===== src/rtl/uart_pkg.sv =====
// uart_pkg: shared types and constants for the UART transmit arbiter.
//   arb_state_e      - arbiter FSM states (TAG is used only when UART_ARB_TAG_EN is defined)
//   BYTE_W           - UART byte width
//   TAG_BASE_DEFAULT - default tag byte for requester 0
//   grant_w()        - width of a requester index, never less than 1
package uart_pkg;

    typedef enum logic [1:0] {IDLE, TAG, DATA} arb_state_e;

    localparam int BYTE_W = 8;
    localparam logic [BYTE_W-1:0] TAG_BASE_DEFAULT = 8'h30;

    function automatic int grant_w(input int n);
        return (n > 2) ? $clog2(n) : 1;
    endfunction

endpackage


===== src/rtl/rr_picker.sv =====
// rr_picker: combinational rotate-priority encoder for round-robin arbiters.
//   req - request vector (N bits)
//   ptr - index that has the highest priority this cycle
//   idx - first requester with req set, searching upward from ptr with wrap
//   any - at least one request is set
module rr_picker
    import uart_pkg::*;
#(
    parameter int N = 3,
    parameter int W = grant_w(N)
) (
    input  logic [N-1:0] req,
    input  logic [W-1:0] ptr,
    output logic [W-1:0] idx,
    output logic         any
);

    localparam logic [W:0] N_L = (W+1)'(N);

    logic [N-1:0] rot;
    logic [W-1:0] off;
    logic [W:0]   sum;

    // Rotating the request vector right by ptr turns the search into a plain
    // lowest-set-bit priority encode; the offset is then rotated back.
    always_comb begin
        rot = N'({req, req} >> ptr);
        off = '0;
        for (int k = N - 1; k >= 0; k--) begin
            if (rot[k]) off = W'(k);
        end
        sum = {1'b0, ptr} + {1'b0, off};
        idx = (sum >= N_L) ? W'(sum - N_L) : W'(sum);
        any = |req;
    end

endmodule


===== src/rtl/uart_tx_arbiter.sv =====
// uart_tx_arbiter: shares the UART TX FIFO write port among NUM_REQ requesters,
// round-robin at message granularity, with a stall watchdog on the owner.
//   clock, reset_n     - system clock, asynchronous active-low reset
//   req_valid/req_data/req_last/req_ready - per-requester byte handshake
//   tx_fifo_full       - UART TX FIFO full (stalls only)
//   tx_fifo_data_in/tx_fifo_write_en      - registered FIFO write port
//   grant_id, busy     - current owner and message-in-progress flag
//   timeout_pulse      - one-cycle pulse when the watchdog revokes a grant
// Optional feature: define UART_ARB_TAG_EN to prefix each message with the
// owner's tag byte TAG_BASE+grant_id.
module uart_tx_arbiter
    import uart_pkg::*;
#(
    parameter int NUM_REQ = 3,
    parameter int STALL_TIMEOUT = 1024
`ifdef UART_ARB_TAG_EN
    ,
    parameter logic [BYTE_W-1:0] TAG_BASE = TAG_BASE_DEFAULT
`endif
) (
    input  logic                       clock,
    input  logic                       reset_n,
    input  logic [NUM_REQ-1:0]         req_valid,
    input  logic [BYTE_W*NUM_REQ-1:0]  req_data,
    input  logic [NUM_REQ-1:0]         req_last,
    output logic [NUM_REQ-1:0]         req_ready,
    input  logic                       tx_fifo_full,
    output logic [BYTE_W-1:0]          tx_fifo_data_in,
    output logic                       tx_fifo_write_en,
    output logic [2:0]                 grant_id,
    output logic                       busy,
    output logic                       timeout_pulse
);

    localparam int GW = grant_w(NUM_REQ);
    localparam int CW = $clog2(STALL_TIMEOUT);
    localparam logic [CW-1:0] STALL_MAX = CW'(STALL_TIMEOUT - 1);
    localparam logic [GW-1:0] LAST_ID = GW'(NUM_REQ - 1);
    localparam logic [NUM_REQ-1:0] ONE = NUM_REQ'(1);

    arb_state_e        state_q, state_d;
    logic [GW-1:0]     grant_q, grant_d;
    logic [GW-1:0]     rr_ptr_q, rr_ptr_d;
    logic [CW-1:0]     stall_q, stall_d;
    logic              wr_en_q, wr_en_d;
    logic [BYTE_W-1:0] data_q, data_d;
    logic              timeout_q, timeout_d;

    logic [GW-1:0]     pick_idx;
    logic              pick_any;
    logic              slot_ok;
    logic              owner_valid;
    logic              owner_last;
    logic [BYTE_W-1:0] owner_data;
    logic [GW-1:0]     next_ptr;

    rr_picker #(.N(NUM_REQ), .W(GW)) u_picker (
        .req (req_valid),
        .ptr (rr_ptr_q),
        .idx (pick_idx),
        .any (pick_any)
    );

    // A write is never issued right after another, so a full flag that
    // updates one cycle after a write cannot be overrun.
    assign slot_ok     = !tx_fifo_full && !wr_en_q;
    assign owner_valid = req_valid[grant_q];
    assign owner_last  = req_last[grant_q];
    assign owner_data  = req_data[{grant_q, 3'b000} +: BYTE_W];
    assign next_ptr    = (grant_q == LAST_ID) ? '0 : grant_q + 1'b1;

    always_comb begin
        state_d   = state_q;
        grant_d   = grant_q;
        rr_ptr_d  = rr_ptr_q;
        stall_d   = stall_q;
        wr_en_d   = 1'b0;
        data_d    = data_q;
        timeout_d = 1'b0;
        req_ready = '0;
        case (state_q)
            IDLE: begin
                if (pick_any) begin
                    grant_d = pick_idx;
                    stall_d = '0;
`ifdef UART_ARB_TAG_EN
                    state_d = TAG;
`else
                    state_d = DATA;
`endif
                end
            end
`ifdef UART_ARB_TAG_EN
            TAG: begin
                if (slot_ok) begin
                    wr_en_d = 1'b1;
                    data_d  = TAG_BASE + BYTE_W'(grant_q);
                    state_d = DATA;
                end
            end
`endif
            DATA: begin
                req_ready = slot_ok ? ONE << grant_q : '0;
                // Any owner-valid cycle clears the watchdog, even one held
                // off by a full FIFO; a last byte therefore always beats expiry.
                if (owner_valid) begin
                    stall_d = '0;
                    if (slot_ok) begin
                        wr_en_d = 1'b1;
                        data_d  = owner_data;
                        if (owner_last) begin
                            state_d  = IDLE;
                            rr_ptr_d = next_ptr;
                        end
                    end
                end else if (stall_q == STALL_MAX) begin
                    timeout_d = 1'b1;
                    state_d   = IDLE;
                    rr_ptr_d  = next_ptr;
                    stall_d   = '0;
                end else begin
                    stall_d = stall_q + 1'b1;
                end
            end
            default: state_d = IDLE;
        endcase
    end

    always_ff @(posedge clock or negedge reset_n) begin
        if (!reset_n) begin
            state_q   <= IDLE;
            grant_q   <= '0;
            rr_ptr_q  <= '0;
            stall_q   <= '0;
            wr_en_q   <= 1'b0;
            data_q    <= '0;
            timeout_q <= 1'b0;
        end else begin
            state_q   <= state_d;
            grant_q   <= grant_d;
            rr_ptr_q  <= rr_ptr_d;
            stall_q   <= stall_d;
            wr_en_q   <= wr_en_d;
            data_q    <= data_d;
            timeout_q <= timeout_d;
        end
    end

    assign tx_fifo_write_en = wr_en_q;
    assign tx_fifo_data_in  = data_q;
    assign grant_id         = 3'(grant_q);
    assign busy             = (state_q != IDLE);
    assign timeout_pulse    = timeout_q;

endmodule

===== config.mk =====
export PLATFORM = sky130hd
export DESIGN_NAME = uart_tx_arbiter
export DESIGN_NICKNAME = d
export VERILOG_FILES = /design/src/rtl/uart_pkg.sv /design/src/rtl/rr_picker.sv /design/src/rtl/uart_tx_arbiter.sv
export SDC_FILE = /design/constraint.sdc
export NUM_CORES = 1
export LEC_CHECK = 0
export BUFFER_PORTS_ARGS = -buffer_cell sky130_fd_sc_hd__buf_4
export CAP_MARGIN = 10
export CORE_MARGIN = 2
export CORE_UTILIZATION = 54
export DETAILED_ROUTE_END_ITERATION = 16
export GPL_ROUTABILITY_DRIVEN = 0
export GPL_TIMING_DRIVEN = 0
export PLACE_DENSITY_LB_ADDON = 0.3
export RECOVER_POWER = 50
export SLEW_MARGIN = 10
export SYNTH_ARGS = -nofsm -noshare
export SYNTH_HDL_FRONTEND = slang
export SYNTH_SLANG_ARGS = --single-unit

===== constraint.sdc =====
create_clock -name clock -period 6 [get_ports clock]
set_input_delay 0.6 -clock clock [delete_from_list [all_inputs] [get_ports clock]]
set_output_delay 0.6 -clock clock [all_outputs]
set_load 0.005 [all_outputs]

==> flow_summary_export.csv, run 1 <==
group,metric,value,unit
synth,syn_area_per_cell,9.41,um2
min_path,holdCritPathClass,"in -> async",
drt,viasPerCell,5.84,
global_route,first_global_vias,1551,
setup_path,critical_path.endpoint_type,"flip-flop",
floorplan,core-area,2780,um2
setup_path,start_kind,"flip-flop",
power,p_switching,352,uW
timing,rsz0062_at_grt,"no",
drt,ant_nets,0,
setup_path,crit_buf_inv,2,
synth,synth_top_area_share,39.3,%
setup_path,cpPeakStageDelay,0.51,ns
setup_path,crit_fanout,6,
layout,area_growth,25.9,%
synth,synth-edff-count,0,
setup_path,critPathArrivalTime,2.77,ns
setup_path,crit_path_top_delay_cell,"fa_1",
synth,synth_nets,206,
floorplan,die_w,58.3,um
global_route,grt_usage,25.8,%
power,peakVddDrop,0.325,mV
layout,num-fill-cells,219,
clock_network,cts.sinks,25,
power,swShare,42.4,%
synth,synth_area_leaders,"dfrtp_1 39%, mux2i_1 6.3%, nor2_1 5.9%",
clock_network,cts_tree,"done",
timing,tightest_slew,1.37,ns
setup_path,critical_path.top_delay_family,"adder cells",
layout,drive_above_1_share,28.6,%
global_route,grt_start_max_net_pins,26,
layout,nNetsFinal,258,
timing,setup-violations-final,0,
power,p_leak,0.000985,uW
synth,synth_area_leader_cell,"dfrtp_1",
setup_path,cp.required,6.23,ns
synth,synth-seq-cells,25,
clock_network,cts-root-buf,"clkbuf_4",
global_route,antenna_found_initial,0,
drt,drt_iter0_markers,54,
synth,async_reset_ff_share,100,%
power,seqPwrFrac,32.6,%
power,p_int,478,uW
synth,synth_commonest_cells,"25 x dfrtp_1, 25 x nor2_1, 18 x a21oi_1",
layout,diodes,0,
power,comb_power_share,57.8,%
timing,finClkSkew,0.00290,ns
drt,wl_per_cell,15.6,um
setup_path,crit_type,"reg -> reg",
clock_network,cts_setup_buffers,0,
timing,fin_crit,2.54,ns
placement,port-buffer-count,47,
drt,post-route-drc-count,0,
power,total_power,830,uW
clock_network,holdBufCountCts,0,
synth,synth.distinct_cells,47,
clock_network,htree_levels,1,
timing,maxSlewViolCount,0,
synth,syn_area,1590,um2
drt,firstDrtPassIters,4,
global_route,grt_pass1_wl,6760,um
floorplan,die_y,58.3,um
timing,max_freq,0.394,GHz
clock_network,clk_latency,0.32,ns
synth,synth-main-ff-cell,"dfrtp_1",
run,drv_cap,0,
run_status,run_status,"finished, final reports clean",
clock_network,cts_resized,0,
clock_network,cts.clk_slew.worst_paths,0.15,ns
placement,dpl.hpwl,3000,um
power,p_clk_share,9.6,%
synth,synth.yosys.seq_area_share,39.3,%
setup_path,crit_chain,"xnor2_1 -> nand3_1 -> nand2_1 -> ha_1 -> inv_1 -> fa_1 -> inv_1 -> ha_1 -> nor3b_1 -> a21oi_1 -> mux2_2",
power,power.density,415,nW/um2
clock_network,clockBufferDepth,2,
timing,slew-limit-headroom,8.79,%
timing,hold_viol_final,0,
drt,via_count,1466,
synth,synthCells,169,
timing,finalCritPeriodShare,42.3,%
floorplan,num_rows,19,
global_route,overflow,0,
synth,ys_warn_count,0,
clock_network,numCtsBuffers,3,
timing,setup_tns,0,ns
floorplan,ios,50,
floorplan,initial_core_util,57.2,%
drt,routed_wl,3910,um
floorplan,dieArea,3390,um2
-- kinds of logic (layout without fill, tap and decap cells) --
logic type      count (synthesis)  in the layout  share of synthesized area [%]
fa+ha+maj                       4              4                           3.62
compound gates                 45             45                           19.7
simple gates                   64             64                           22.6
xor+xnor                        1              1                          0.551
buf+inv                        16             67                           5.19
other cells                     1              1                          0.236
mux                            13             13                           8.81
flops                          25             25                           39.3
-- per-stage QoR --
stage	area, um2	instances	utilization [%]	setup WS [ns]	hold WS, ns
final	2000	251	72.0	3.46	0.549
after global routing	2000	251	72.0	3.24	0.547
after CTS	2010	251	72.2	3.46	0.160
after detailed placement	1980	247	71.3	3.16	0.521
after global placement	1980	247	71.3	3.25	0.509
after floorplan	1590	169	-	3.35	0.304
-- flip-flops by register name, indices dropped and copies added, names as in the netlist --
register / count
grant_q: 2
rr_ptr_q: 2
stall_q: 10
state_q: 1
timeout_pulse: 1
tx_fifo_data_in: 8
tx_fifo_write_en: 1
-- power by group through the flow --
stage	registers, uW	logic, uW	clock network, uW
2_1_floorplan	267	322	0
3_3_place_gp	267	461	0
3_5_place_dp	273	484	0
4_1_cts	270	487	81.2
5_1_grt	279	540	87.3
6_report	271	480	79.5
-- worst paths after layout --
| check | startpoint | end | slack (ns) | cells past startpoint |
|---|---|---|---|---|
| max in group asynchronous | reset_n | tx_fifo_write_en | 4.66 | 1 |
| min in group clock | tx_fifo_data_in[6] | tx_fifo_data_in[6] | 0.55 | 2 |
| worst max-delay path | rr_ptr_q[0] | grant_q[0] | 3.46 | 11 |
| worst max register to register | rr_ptr_q[0] | grant_q[0] | 3.46 | 11 |
| worst min-delay path | reset_n | stall_q[9] | 0.55 | 1 |
| worst min register to register | tx_fifo_data_in[6] | tx_fifo_data_in[6] | 0.55 | 2 |
-- metal layers --
| layer | global-route usage, % | wire, um |
|---|---|---|
| met1 | 31.9 | 1670 |
| met2 | 43.2 | 1970 |
| met3 | 4.91 | 222 |
| met4 | 12.3 | 45 |
| met5 | 0 | 0 |
-- cell type report --
type                       count  area, um2  area share [%]
multi-input combinational    128        882            44.1
clock inverter                 1       5.00           0.250
tap                           31       38.8            1.94
sequential                    25        626            31.3
timing repair buffer          47        345            17.2
buffer                         9       56.3            2.81
clock buffer                   3       22.5            1.13
inverter                       7       26.3            1.31
-- cells in the final DEF, fill, tap and decap left out, types with 2 or more instances in the layout --
cell type and instances:
nand3b_1 2, nor4b_1 3, o31ai_1 5, nand4_1 3
ha_1 3, and3_1 3, a22o_1 5, and2_1 2
buf_4 39, nand2_1 4, inv_1 7, nor2b_1 3
nor3b_1 3, nor2_1 25, buf_2 2, nand2b_1 2
nor3_1 4, a21oi_1 18, buf_1 2, mux2i_1 10
nand3_1 3, buf_6 2, clkbuf_1 3, a21o_1 3
clkbuf_4 10, o21ai_0 6, a31oi_1 2, dfrtp_1 25
(Power assumes the default switching activity.)
==> inputs of run 2 (changes only) <==
--- a/config.mk
+++ b/config.mk
@@ -8,7 +8,7 @@
 export BUFFER_PORTS_ARGS = -buffer_cell sky130_fd_sc_hd__buf_4
 export CAP_MARGIN = 10
 export CORE_MARGIN = 2
-export CORE_UTILIZATION = 54
+export CORE_UTILIZATION = 46
 export DETAILED_ROUTE_END_ITERATION = 16
 export GPL_ROUTABILITY_DRIVEN = 0
 export GPL_TIMING_DRIVEN = 0
==> constraint.sdc (replaced) <==
create_clock -name clock -period 2.2 [get_ports clock]
set_input_delay 0.22 -clock clock [delete_from_list [all_inputs] [get_ports clock]]
set_output_delay 0.22 -clock clock [all_outputs]
set_load 0.005 [all_outputs]
==> run 2 against run 1 <==
Effect of this change: the flow now finishes with violations (setup timing); clock power grew to 2.7 times the previous value; utilization fell by 9.9 points; sequential power rose to 2.7 times the previous value; sequential share of layout area shrank 0.92 points; die area is 16% higher; routed wire length down 10%; via count is 1.0% lower; critical path depth decreased by 1; final area rose by 3.4%; fmax increased by 7.4%; total power rose to 2.7 times the previous value; global-route usage fell by 6.3 points; highest routed layer unchanged.
==> flow_summary_export.csv, run 2 (same netlist as run 1, synthesis figures left out) <==
group,metric,value,unit
layout,layout_common_cells,"40 x buf_4, 24 x nor2_1, 23 x dfrtp_1",
power,p_switching,937,uW
power,seqPwrFrac,32.5,%
layout,nNetsFinal,259,
setup_path,cp.required,2.43,ns
run,drv_cap,0,
placement,dp_cells,262,
global_route,grt_start_max_net_pins,26,
clock_network,clockBufferDepth,2,
setup_path,r2r_cells,10,
clock_network,cts.clk_slew.worst_paths,0.14,ns
layout,finalNonFillerCells,267,
timing,hold_viol_final,0,
clock_network,clk_latency,0.32,ns
setup_path,critPathArrivalTime,2.59,ns
placement,placed_cell_area,2010,um2
power,power.density,1100,nW/um2
setup_path,crit_fanout,4,
min_path,holdCritPathClass,"in -> reg",
setup_path,cp-startpoint,"rr_ptr_q[1]",
placement,port-buffer-count,47,
global_route,grt_usage,19.5,%
power,peakVddDrop,0.631,mV
floorplan,num_rows,21,
timing,rsz0062_at_grt,"yes",
timing,maxSlewViolCount,0,
layout,diodes,0,
global_route,first_global_vias,1410,
clock_network,cts-root-buf,"clkbuf_4",
layout,layout_commonest_cell,"buf_4",
setup_path,crit_path_top_delay_cell,"fa_1",
setup_path,cpPeakStageDelay,0.55,ns
run_status,failed_checks,"setup timing",
timing,fin_crit,2.37,ns
timing,finClkSkew,0.00243,ns
timing,tightest_slew,1.37,ns
drt,firstDrtPassIters,4,
floorplan,ios,50,
min_path,hp-start,"req_data[15]",
global_route,overflow,0,
drt,viasPerCell,5.43,
clock_network,cts.sinks,25,
run_status,run_status,"finished with violations",
floorplan,core-area,3340,um2
timing,max_freq,0.423,GHz
drt,via_count,1451,
drt,drt_iter0_markers,73,
drt,routed_wl,3510,um
setup_path,crit_buf_inv,1,
global_route,grt_pass1_wl,6270,um
floorplan,initial_core_util,47.7,%
power,swShare,41.2,%
timing,setup_tns,-0.196,ns
min_path,min_to,"tx_fifo_data_in[7]",
setup_path,r2r_start,"rr_ptr_q[1]",
placement,dpl.hpwl,2670,um
clock_network,cts_tree,"done",
layout,top_register,"stall_q",
setup_path,critical_path.top_delay_family,"adder cells",
floorplan,dieArea,3940,um2
timing,fin_ws,-0.165,ns
min_path,holdPathStages,3,
drt,ant_nets,0,
setup_path,start_kind,"flip-flop",
drt,post-route-drc-count,0,
drt,wl_per_cell,13.2,um
setup_path,crit_type,"reg -> reg",
layout,stdcell_area,2070,um2
power,p_clk_share,9.4,%
timing,slew-limit-headroom,8.73,%
setup_path,reg2reg_setup_slack,-0.17,ns
setup_path,reg2reg_to,"grant_q[0]",
floorplan,die_y,62.8,um
power,p_int,1340,uW
timing,finalCritPeriodShare,108,%
clock_network,htree_levels,1,
setup_path,crit_chain,"xnor2_1 -> a31oi_1 -> nor2_1 -> a41oi_2 -> fa_1 -> inv_1 -> ha_2 -> nor3b_2 -> a21oi_1 -> mux2_2",
power,comb_power_share,58.1,%
global_route,antenna_found_initial,0,
setup_path,critical_path.endpoint_type,"flip-flop",
layout,area_growth,30.2,%
timing,setup-violations-final,2,
clock_network,numCtsBuffers,3,
layout,largest_register_ffs,10,
power,p_leak,0.000993,uW
layout,drive_above_1_share,33.0,%
floorplan,die_w,62.8,um
-- run 2: worst max-delay path by stage --
stage | to | slack [ns] | cells past startpoint
floorplan | grant_q[0] | 0.003 | 11
global placement | grant_q[0] | -0.13 | 11
detailed placement | grant_q[0] | -0.15 | 10
CTS | grant_q[0] | -0.15 | 10
global route | grant_q[0] | -0.32 | 10
finish | grant_q[0] | -0.17 | 10
-- run 2: power by group through the flow --
stage	combinational (uW)	sequential, uW	clock (uW)
after floorplan	897	730	0
after global placement	1300	744	0
after detailed placement	1320	740	0
after CTS	1340	737	218
final	1320	739	214
after global routing	1480	764	244
-- run 2: routing by layer --
metal  share of wire, %  wire, um  track usage, %  up-vias
met5                  0         0               0        -
met1                 46      1620            26.3      693
li1                   -         -               -      717
met4               0.65        23            5.28        0
met3                5.2       182            4.32        4
met2                 48      1690            31.9       37
-- run 2: layout make-up --
class                      count  area [um2]
clock buffer                   4        26.3
sequential                    25         628
buffer                         9        56.3
multi-input combinational    128         917
inverter                       7        26.3
timing repair buffer          48         359
tap                           46        57.6
fill                         298        1270
-- run 2: metrics by stage --
stage	util [%]	hold WS, ns	setup slack, ns	power, uW
finish	62.1	0.171	-0.165	2280
global route	62.1	0.171	-0.325	2490
CTS	61.8	0.176	-0.148	2290
detailed placement	60.3	0.150	-0.152	2060
global placement	60.3	0.144	-0.128	2040
floorplan	-	-0.0756	0.00295	1630
-- run 2: what timing repair did --
item,CTS,global route
resized for setup,5,3
endpoints found under the hold margin,25,0
endpoints found under the setup margin,2,4
pin swaps,0,0
buffers inserted,0,0
hold buffers,1,0
-- run 2: worst min-delay path: stages --
cell and delay, ns:
buf_4 0.08, a21oi_1 0.05, a21oi_1 0.12
